<file path="config.mk">
export PLATFORM = sky130hd
export DESIGN_NAME = twiddle_gen_8point
export DESIGN_NICKNAME = d
export VERILOG_FILES = /design/src/rtl/ntt_pkg.sv /design/src/rtl/mod_mul.sv /design/src/rtl/twiddle_gen_8point.sv
export SDC_FILE = /design/constraint.sdc
export NUM_CORES = 1
export LEC_CHECK = 0
export BUFFER_PORTS_ARGS = -buffer_cell sky130_fd_sc_hd__clkbuf_2
export CAP_MARGIN = 0
export CORE_MARGIN = 3
export CORE_UTILIZATION = 55
export DETAILED_ROUTE_END_ITERATION = 6
export GPL_TIMING_DRIVEN = 0
export PLACE_DENSITY = 0.76
export SLEW_MARGIN = 5
export SYNTH_ARGS = -nofsm -noshare
export SYNTH_HDL_FRONTEND = slang
export SYNTH_SLANG_ARGS = --single-unit
</file>
<file path="constraint.sdc">
create_clock -name clk -period 35.3 [get_ports clk]
set_input_delay 0 -clock clk [delete_from_list [all_inputs] [get_ports clk]]
set_output_delay 0 -clock clk [all_outputs]
set_load 0.005 [all_outputs]
</file>
<file path="src/rtl/ntt_pkg.sv">
// Shared NTT datapath constants and types: coefficient width, transform size,
// twiddle generator state encoding.
package ntt_pkg;

  localparam int unsigned WIDTH  = 8;
  localparam int unsigned N      = 8;
  localparam int unsigned LOGN   = 3;
  localparam int unsigned PROD_W = 2 * WIDTH;

  typedef logic [WIDTH-1:0] coef_t;
  typedef logic [LOGN:0]    idx_t;

  typedef enum logic {
    IDLE = 1'b0,
    CALC = 1'b1
  } state_e;

endpackage

</file>
<file path="src/rtl/mod_mul.sv">
// Combinational modular multiply (a * b) % q at double width; shared with the
// butterfly network.
module mod_mul
  import ntt_pkg::*;
(
  input  coef_t a,
  input  coef_t b,
  input  coef_t q,
  output coef_t p_c
);

  logic [PROD_W-1:0] prod;
  logic [PROD_W-1:0] rem;

  assign prod = PROD_W'(a) * PROD_W'(b);

  // Guard against q == 0 (only possible while idle after reset).
  assign rem = (q == '0) ? '0 : (prod % PROD_W'(q));
  assign p_c = WIDTH'(rem);

endmodule

</file>
<file path="src/rtl/twiddle_gen_8point.sv">
// Sequential twiddle table generator: omegas[k] = omega^k mod q, one multiply
// per cycle, plus a primitive-N-th-root flag.
module twiddle_gen_8point
  import ntt_pkg::*;
(
  input  logic              clk,
  input  logic              rst_n,
  input  logic              start,
  input  coef_t             omega,
  input  coef_t             mod,
  output logic              busy,
  output logic              done,
  output logic              err,
  output logic              prim_ok,
  output coef_t [N-1:0]     omegas
);

  localparam idx_t            N_IDX    = idx_t'(N);
  localparam logic [LOGN-1:0] HALF_IDX = LOGN'(N / 2);

  state_e        state_q,   state_d;
  idx_t          k_q,       k_d;
  coef_t         omega_r_q, omega_r_d;
  coef_t         mod_r_q,   mod_r_d;
  coef_t [N-1:0] omegas_q,  omegas_d;
  logic          busy_q,    busy_d;
  logic          done_q,    done_d;
  logic          err_q,     err_d;
  logic          prim_ok_q, prim_ok_d;

  logic [LOGN-1:0] rd_idx;
  logic [LOGN-1:0] wr_idx;
  coef_t           mul_c;

  // At k == N the read index wraps to N-1, giving omega^N for the primitivity test.
  assign rd_idx = LOGN'(k_q - idx_t'(1));
  assign wr_idx = LOGN'(k_q);

  mod_mul u_mod_mul (
    .a   (omegas_q[rd_idx]),
    .b   (omega_r_q),
    .q   (mod_r_q),
    .p_c (mul_c)
  );

  // Next-state and datapath update.
  always_comb begin
    state_d   = state_q;
    k_d       = k_q;
    omega_r_d = omega_r_q;
    mod_r_d   = mod_r_q;
    omegas_d  = omegas_q;
    busy_d    = busy_q;
    done_d    = 1'b0;
    err_d     = 1'b0;
    prim_ok_d = prim_ok_q;

    unique case (state_q)
      IDLE: begin
        if (start) begin
          if (mod == '0) begin
            err_d = 1'b1;
          end else begin
            omega_r_d   = omega % mod;
            mod_r_d     = mod;
            omegas_d    = '0;
            omegas_d[0] = (mod == coef_t'(1)) ? '0 : coef_t'(1);
            k_d         = idx_t'(1);
            busy_d      = 1'b1;
            prim_ok_d   = 1'b0;
            state_d     = CALC;
          end
        end
      end
      CALC: begin
        if (k_q == N_IDX) begin
          prim_ok_d = (mul_c == coef_t'(1)) && (omegas_q[HALF_IDX] != coef_t'(1));
          done_d    = 1'b1;
          busy_d    = 1'b0;
          k_d       = '0;
          state_d   = IDLE;
        end else begin
          omegas_d[wr_idx] = mul_c;
          k_d              = k_q + idx_t'(1);
        end
      end
      default: state_d = IDLE;
    endcase
  end

  always_ff @(posedge clk or negedge rst_n) begin
    if (!rst_n) begin
      state_q   <= IDLE;
      k_q       <= '0;
      omega_r_q <= '0;
      mod_r_q   <= '0;
      omegas_q  <= '0;
      busy_q    <= 1'b0;
      done_q    <= 1'b0;
      err_q     <= 1'b0;
      prim_ok_q <= 1'b0;
    end else begin
      state_q   <= state_d;
      k_q       <= k_d;
      omega_r_q <= omega_r_d;
      mod_r_q   <= mod_r_d;
      omegas_q  <= omegas_d;
      busy_q    <= busy_d;
      done_q    <= done_d;
      err_q     <= err_d;
      prim_ok_q <= prim_ok_d;
    end
  end

  assign busy    = busy_q;
  assign done    = done_q;
  assign err     = err_q;
  assign prim_ok = prim_ok_q;
  assign omegas  = omegas_q;

endmodule

</file>
After elaboration in Yosys (flattened, before gate mapping)

Cells that the tools add are included.

Bits in registers: 89
Bits of input ports: 19
Word-level logic and storage cells: 74

Add/subtract/negate cells: 2
Multipliers: 1
Divide/modulo/power cells: 2
Order comparisons: 3
Equal/unequal tests: 8
Mux-type cells: 32
Bitwise logic cells: 2
Reductions and logical operators: 8

Operators by type and width:

| operator              | count |
|---|---|
| $mux W64              | 3 |
| $pmux W64 S2          | 1 |
| $bwmux W64            | 1 |
| $bmux W8 S3           | 1 |
| $demux W8 S3          | 1 |
| $mux W8               | 3 |
| $eq A8 B1 Y1 const B  | 2 |
| $logic_not A8 Y1      | 2 |
| $mod A16 B8 Y16       | 1 |
| $mul A8 B8 Y16        | 1 |
| $mux W1               | 15 |
| $mux W4               | 3 |
| $reduce_and A3 Y1     | 3 |
| $lt A3 B4 Y1 const B  | 2 |
| $mod A8 B8 Y8         | 1 |
| $ne A8 B1 Y1 const B  | 1 |
| $pmux W4 S2           | 1 |
| $ne A2 B2 Y1 const B  | 3 |
| $pmux W1 S2           | 3 |
| $add A4 B1 Y4 const B | 1 |
| $eq A4 B4 Y1 const B  | 1 |
| $ge A3 B1 Y1 const B  | 1 |
| $sub A3 B1 Y3 const B | 1 |
| $logic_and A1 B1 Y1   | 2 |
| 3 further kinds       | 4 |

Depth between registers and ports, before layout

Gate-level depths: netlist of run 1.

Word-level depth: 10
Mapped depth: 175
Depth with buffers taken out: 164

By module

From an unflattened synthesis of run 1, not the netlist that was laid out.

Cell total of the unflattened synthesis: 1724
Area, all modules: 14019.7 um2

By module, submodules not included:

| module             | times used | cells an instance | area each (um2) |
|---|---|---|---|
| mod_mul            | 1          | 1077              | 8080.2 |
| twiddle_gen_8point | 1          | 647               | 5939.4 |

Least setup slack after synthesis of run 1

OpenSTA, ideal clock, no wires.

Kind: register to register
Start point: register k_q[0]
End point: register omegas_q (netlist bit omegas[34])
Library setup time: 0.121 ns
Data arrival time: 35.428 ns
Setup slack: -0.249 ns
Stages on the path, launching flop included: 163
Buffers on the path: 11
Clock period less this slack: 35.549 ns
Path through: dfrtp_1 buf_1 inv_1 ha_1 clkbuf_1 clkbuf_1 mux4_2 mux2i_1 nor2b_1 fa_1 fa_1 fa_1 inv_1 fa_1 inv_1 ha_1 a21oi_1 o21ai_1 (+127 left out) a21o_1 a21o_1 a31o_1 nor4_4 mux2_2 ha_1 nor2b_1 o21ai_0 nand2b_1 a21o_1 a21o_1 o21ai_0 nand2b_1 a211o_1 or4_1 buf_6 mux2_4 a22o_1

Longest elaborated chain between the ends: 9

RTL lines:

| item                          | RTL line                  | RTL |
|---|---|---|
| start: declaration            | twiddle_gen_8point.sv:22  | `idx_t k_q, k_d;` |
| start signal: assignment      | twiddle_gen_8point.sv:104 | `k_q <= k_d;` |
| $sub A3 B1 Y3                 | twiddle_gen_8point.sv:36  | `assign rd_idx = LOGN'(k_q - idx_t'(1));` |
| $bmux W8 S3                   | twiddle_gen_8point.sv:40  | `.a (omegas_q[rd_idx]),` |
| $mux W8 (implied by the code) | twiddle_gen_8point.sv:40  |  |
| $mul A8 B8 Y16                | mod_mul.sv:15             | `assign prod = PROD_W'(a) * PROD_W'(b);` |
| $mod A16 B8 Y16               | mod_mul.sv:18             | `assign rem = (q == '0) ? '0 : (prod % PROD_W'(q));` |
| $mux W8                       | mod_mul.sv:18             |  |
| $bwmux W64                    | twiddle_gen_8point.sv:83  | `omegas_d[wr_idx] = mul_c;` |
| $mux W64                      | twiddle_gen_8point.sv:76  | `if (k_q == N_IDX) begin` |
| $pmux W64 S2                  | twiddle_gen_8point.sv:58  | `unique case (state_q)` |
| end signal: assignment        | twiddle_gen_8point.sv:107 | `omegas_q <= omegas_d;` |
| end: declaration              | twiddle_gen_8point.sv:25  | `coef_t [N-1:0] omegas_q, omegas_d;` |

Several ways; a longest one is shown, not always the timed one. The select of a mux whose other input is x is not followed.
A chain may end at the register's enable or synchronous reset.

Worst setup path in the final report of run 1

Start point: register k_q[0]
End point: register omegas_q (netlist bit omegas[42])

The elaborated chain is that of the path after synthesis.

==> flow_summary.json, run 1 <==
{
  "fin_area_um2": 16100,
  "cp-end-kind": "register",
  "start_util_pct": 56.4,
  "die_area_um2": 26200,
  "final_hold_viol_count": 0,
  "tns_ns": 0,
  "drtAntennaViolNets": 0,
  "min_from": "mod[1]",
  "avgSynthCellArea_um2": 8.66,
  "grt_pass1_vias": 12200,
  "hold_path.class": "primary input to register",
  "cts_buffers": 9,
  "final_common_cell": "ha_1",
  "maxCapViolations": 0,
  "clock.fmax_ghz": 0.0293,
  "clk_latency_ns": 0.35,
  "num_rows": 56,
  "synthFlopType": "dfrtp_1",
  "synthCells": 1541,
  "hold_end": "err$_DFF_PN0_",
  "cts_tree": "done",
  "top_level_ports": 87,
  "final.min_clock_period_ns": 34.15,
  "reg2reg_from": "k_q[0]$_DFFE_PN0P_",
  "finalWorstSetupSlack_ns": 1.15,
  "final_max_slew_viol_count": 0,
  "gp_congestion": 0.907,
  "via_per_inst": 6.26,
  "regToRegEndpoint": "omegas[42]$_DFFE_PN0P_",
  "setup_viol": 0,
  "clkTransAtPathRegs_ns": 0.06,
  "fin_nets": 1956,
  "critPathLaunchType": "register",
  "grt_max_degree": 52,
  "clock_skew_ns": 0.0121,
  "layout-drive-gt1-share_pct": 23.5,
  "n_antenna_cell": 0,
  "cp_max_fo": 10,
  "cp_slowest_stage_delay_ns": 0.52,
  "synth_area_um2": 13400,
  "syn-num-nets": 1775,
  "maxSlewHeadroom_pct": 34.0,
  "worstPathArrival_ns": 34.38,
  "die_y_um": 162,
  "syn2layout_area_growth_pct": 20.9,
  "track_usage_pct": 26.3,
  "grt_pass1_wl_um": 58600,
  "finalWirelength_um": 36600,
  "tightest_slew_ns": 0.982,
  "placed_area_um2": 14200,
  "drtIter0Drc": 790,
  "gr-total-overflow": 0,
  "drt_drc_violations_left": 0,
  "cp_data_required_time_ns": 35.53,
  "yosys_warnings": 0,
  "cts.sinks": 89,
  "status": "completed",
  "final_util_pct": 68.1,
  "wl_per_cell_um": 17.9,
  "critPathKind": "register to register",
  "die_w_um": 162,
  "synth-edff-count": 0,
  "slowest_stage": "fa_1",
  "synthArstFlopShare_pct": 100,
  "dp_hpwl_um": 26800,
  "root_buffer": "clkbuf_16",
  "antenna_found_initial": 0,
  "vias": 12800,
  "coreArea_um2": 23700,
  "seq_area_frac_synth_pct": 16.7,
  "layout.cells.most_common_list": "ha_1, nand2_1, inv_1",
  "r2r_cells": 165,
  "dp_slack_ns": -5.67,
  "rrSetupSlack_ns": 1.15,
  "cts_max_level": 3,
  "period_share_pct": 96.7,
  "synth.distinct_cells": 93,
  "dr.pass1.iters": 6,
  "clk_path_buf_depth": 2,
  "critPathMostFrequentCell": "o21a_1",
  "portBuffers": 86,
  "whs_path_depth": 4,
  "synth-seq-cells": 89
}
## worst max-delay path, delay by kind of cell (launching register included)
family	cells	cell delay (ns)
buffers and inverters	18	2.57
XOR/XNOR	1	0.09
AND/OR/NAND/NOR	32	5.99
adder cells (fa/ha/maj)	22	7.16
AO/OA/AOI/OAI	84	15.29
flip-flops	1	0.43
multiplexers	8	2.44
## per-layer routing
metal | up-vias | routed length, µm | global-route usage, %
li1 | 6138 | - | -
met1 | 6238 | 16200 | 34.8
met2 | 353 | 18000 | 45.7
met3 | 70 | 1620 | 2.83
met4 | 0 | 722 | 7.33
met5 | - | 0 | 0
## synth_stat cells (5+ instances only)
master	instances	area, µm²
ha_1	177	2210
nand2_1	113	424
nor2_1	98	368
inv_1	90	338
dfrtp_1	89	2230
a21oi_1	82	410
nor2b_1	76	475
nor3_1	72	360
o21ai_0	72	360
o21a_1	69	518
a22o_1	64	561
a21o_1	43	323
fa_1	38	761
xnor2_1	38	333
mux2_2	31	349
nand2b_1	29	181
mux2i_1	26	260
xor2_1	26	228
o31ai_1	25	188
clkbuf_1	24	90.1
mux4_2	16	360
a211oi_1	15	113
nand3_1	14	70.1
o211ai_1	14	105
a31oi_1	12	75.1
nand4_1	11	68.8
or2_2	10	62.6
nor4_1	9	56.3
or3_1	9	56.3
and3_1	7	43.8
nor4b_1	7	61.3
a21boi_0	6	45.0
and2_1	6	37.5
a211o_1	5	43.8
buf_1	5	18.8
mux2i_4	5	113
## per-stage QoR
step                hold slack [ns]  std cells
global placement              0.281       1946
floorplan                    -0.296       1541
finish                       0.0326       2046
global route                 0.0622       2046
CTS                          0.0223       1998
detailed placement           0.0524       1947
## cell families (layout without fill, tap and decap cells)
kind of cell	after synthesis	after routing	share of synthesized area, %
flops	89	89	16.7
xor+xnor	64	64	4.20
mux	83	83	8.61
simple gates	487	488	18.9
fa+ha+maj	215	215	22.3
buf+inv	127	312	3.82
compound gates	476	476	25.5
## flip-flops by register name (all words and copies together) (netlist names)
name,flops
k_q,4
omega_r_q,8
mod_r_q,8
busy,1
done,1
prim_ok,1
err,1
state_q,1
omegas,64
## how the worst max path moves through the flow
stage,startpoint,to,slack [ns],depth (start not counted)
after floorplan,k_q[0]$_DFFE_PN0P_,omegas[34]$_DFFE_PN0P_,0.20,162
after global placement,k_q[0]$_DFFE_PN0P_,omegas[29]$_DFFE_PN0P_,-5.04,163
after detailed placement,k_q[0]$_DFFE_PN0P_,omegas[42]$_DFFE_PN0P_,-5.67,162
after CTS,k_q[0]$_DFFE_PN0P_,omegas[42]$_DFFE_PN0P_,0.001,163
after global routing,k_q[0]$_DFFE_PN0P_,omegas[13]$_DFFE_PN0P_,-0.38,169
final,k_q[0]$_DFFE_PN0P_,omegas[42]$_DFFE_PN0P_,1.15,165
## final cells by class
cell class | instances | area, µm²
sequential | 89 | 2230
timing repair buffer | 174 | 1140
clock inverter | 6 | 56.3
buffer | 32 | 228
fill | 1869 | 7550
multi-input combinational | 1326 | 11500
inverter | 90 | 342
clock buffer | 10 | 229
tap | 319 | 399
## repair_timing
action,4_1_cts,5_1_grt
endpoints found under the hold margin,40,0
endpoints found under the setup margin,65,65
resized for setup,87,113
cloned,1,1
buffers inserted,34,50
pin swaps,14,59
hold buffers,2,0
Power of run 1 is not shown: default switching activity piles up to over one toggle a cycle in this logic, so the estimate is an artifact.
==> run 2: changes to the inputs <==
--- a/config.mk
+++ b/config.mk
@@ -8,10 +8,9 @@
 export BUFFER_PORTS_ARGS = -buffer_cell sky130_fd_sc_hd__clkbuf_2
 export CAP_MARGIN = 0
 export CORE_MARGIN = 3
-export CORE_UTILIZATION = 55
+export CORE_UTILIZATION = 30
 export DETAILED_ROUTE_END_ITERATION = 6
 export GPL_TIMING_DRIVEN = 0
-export PLACE_DENSITY = 0.76
 export SLEW_MARGIN = 5
 export SYNTH_ARGS = -nofsm -noshare
 export SYNTH_HDL_FRONTEND = slang
==> flow_summary.json, run 2 (synthesis gave the netlist of run 1 again) <==
{
  "layout.cells.most_common_list": "ha_1, nand2_1, buf_4",
  "cts_buffers": 9,
  "cp_slowest_stage_delay_ns": 0.55,
  "critPathLaunchType": "register",
  "clock_skew_ns": 0.0115,
  "cts_tree": "done",
  "finalWorstSetupSlack_ns": 1.26,
  "wl_per_cell_um": 16.5,
  "coreArea_um2": 43600,
  "status": "completed",
  "finalWirelength_um": 38400,
  "dr.pass1.iters": 5,
  "clock.fmax_ghz": 0.0294,
  "die_w_um": 217,
  "post-place-cells": 2213,
  "grt_max_degree": 53,
  "dp_hpwl_um": 29100,
  "final_util_pct": 38.1,
  "clk_path_buf_depth": 2,
  "seq_area_um2": 2230,
  "gr-total-overflow": 0,
  "drt_drc_violations_left": 0,
  "portBuffers": 86,
  "drtAntennaViolNets": 0,
  "cp-end-kind": "register",
  "cts_max_level": 3,
  "start_util_pct": 30.7,
  "root_buffer": "clkbuf_16",
  "largest_reg_flops": 64,
  "critPathKind": "register to register",
  "die_area_um2": 47100,
  "period_share_pct": 96.4,
  "tightest_slew_ns": 1.03,
  "n_antenna_cell": 0,
  "final.min_clock_period_ns": 34.04,
  "syn2layout_area_growth_pct": 24.5,
  "dp_slack_ns": -5.91,
  "gp_congestion": 0.873,
  "critPathMostFrequentCell": "o21a_1",
  "track_usage_pct": 15.6,
  "die_y_um": 217,
  "cts.sinks": 89,
  "num_rows": 76,
  "layout-drive-gt1-share_pct": 24.5,
  "top_level_ports": 87,
  "hold_path.class": "primary input to register",
  "maxCapViolations": 0,
  "stdcell_count": 2325,
  "setup_viol": 0,
  "timing.hold.ws_ns": 0.0399,
  "final_common_cell": "ha_1",
  "antenna_found_initial": 0,
  "multi_input_area_um2": 11500,
  "via_per_inst": 5.42,
  "vias": 12600,
  "final_hold_viol_count": 0,
  "clk_latency_ns": 0.34,
  "drtIter0Drc": 558,
  "final_max_slew_viol_count": 0,
  "grt_pass1_vias": 12600,
  "worstPathArrival_ns": 34.27,
  "fillers": 4417,
  "fin_nets": 1969,
  "clkTransAtPathRegs_ns": 0.07,
  "slowest_stage": "fa_1",
  "cp_data_required_time_ns": 35.53,
  "grt_pass1_wl_um": 62400,
  "cp_max_fo": 10,
  "maxSlewHeadroom_pct": 31.0
}
[run 2: changes by cell type in the layout (fill, tap and decap cells not counted), moves of 3 or more]
| cell | change |
|---|---|
| o21ai_2 | +3 |
| a21oi_1 | -5 |
| a21oi_2 | +7 |
| o21ai_1 | -3 |
| buf_4 | +10 |
[run 2: cell type report]
| type | count | area share (%) |
|---|---|---|
| plain buffers | 32 | 1.37 |
| clock buffers | 9 | 1.36 |
| clock inverters | 7 | 0.361 |
| inverters | 90 | 2.06 |
| multi-input cells | 1326 | 69.4 |
| flip-flops and latches | 89 | 13.4 |
| well taps | 585 | 4.41 |
| repair buffers | 187 | 7.62 |
[run 2: worst paths after layout]
| kind | cells past startpoint | slack, ns | from | end |
|---|---|---|---|---|
| max | 166 | 1.26 | k_q[0]$_DFFE_PN0P_ | omegas[13]$_DFFE_PN0P_ |
| min | 4 | 0.04 | mod[1] | err$_DFF_PN0_ |
| max reg2reg | 166 | 1.26 | k_q[0]$_DFFE_PN0P_ | omegas[13]$_DFFE_PN0P_ |
| min reg2reg | 1 | 0.53 | omegas[14]$_DFFE_PN0P_ | omegas[14]$_DFFE_PN0P_ |
| max in group asynchronous | 3 | 34.44 | rst_n | k_q[0]$_DFFE_PN0P_ |
| min in group asynchronous | 2 | 0.20 | rst_n | omegas[4]$_DFFE_PN0P_ |
[run 2: layer usage]
metal / vias up / wire, µm / GRT usage (%)
met4: 0 / 709 / 3.91
met1: 6104 / 17400 / 20.5
met3: 61 / 1480 / 1.54
met5: - / 0 / 0
li1: 6144 / - / -
met2: 291 / 18800 / 27.5
[run 2: what timing repair did]
item                                   in CTS  in global routing
gates cloned                                0                  3
resized for setup                          85                121
hold buffers                                3                  0
setup endpoints to repair                  65                 65
setup buffers                              39                 56
pin swaps                                  17                 65
endpoints found under the hold margin      40                  0
[run 2: per-stage QoR]
| stage | instance area (µm²) | setup TNS (ns) |
|---|---|---|
| 3_3_place_gp | 14500 | -343.96 |
| 4_1_cts | 15600 | 0 |
| 6_report | 16600 | 0 |
| 3_5_place_dp | 14600 | -377.86 |
| 2_1_floorplan | 13400 | 0 |
| 5_1_grt | 16600 | -11.01 |
[run 2: critical path, delay by kind of cell (launching register included)]
kind	cells	cell delay [ns]
XOR/XNOR	1	0.14
AND/OR/NAND/NOR	34	6.10
buffers and inverters	16	2.02
adder cells (fa/ha/maj)	22	7.06
AO/OA/AOI/OAI	84	15.41
flip-flops	1	0.43
multiplexers	9	2.68
Power of run 2 is left out for the same reason.
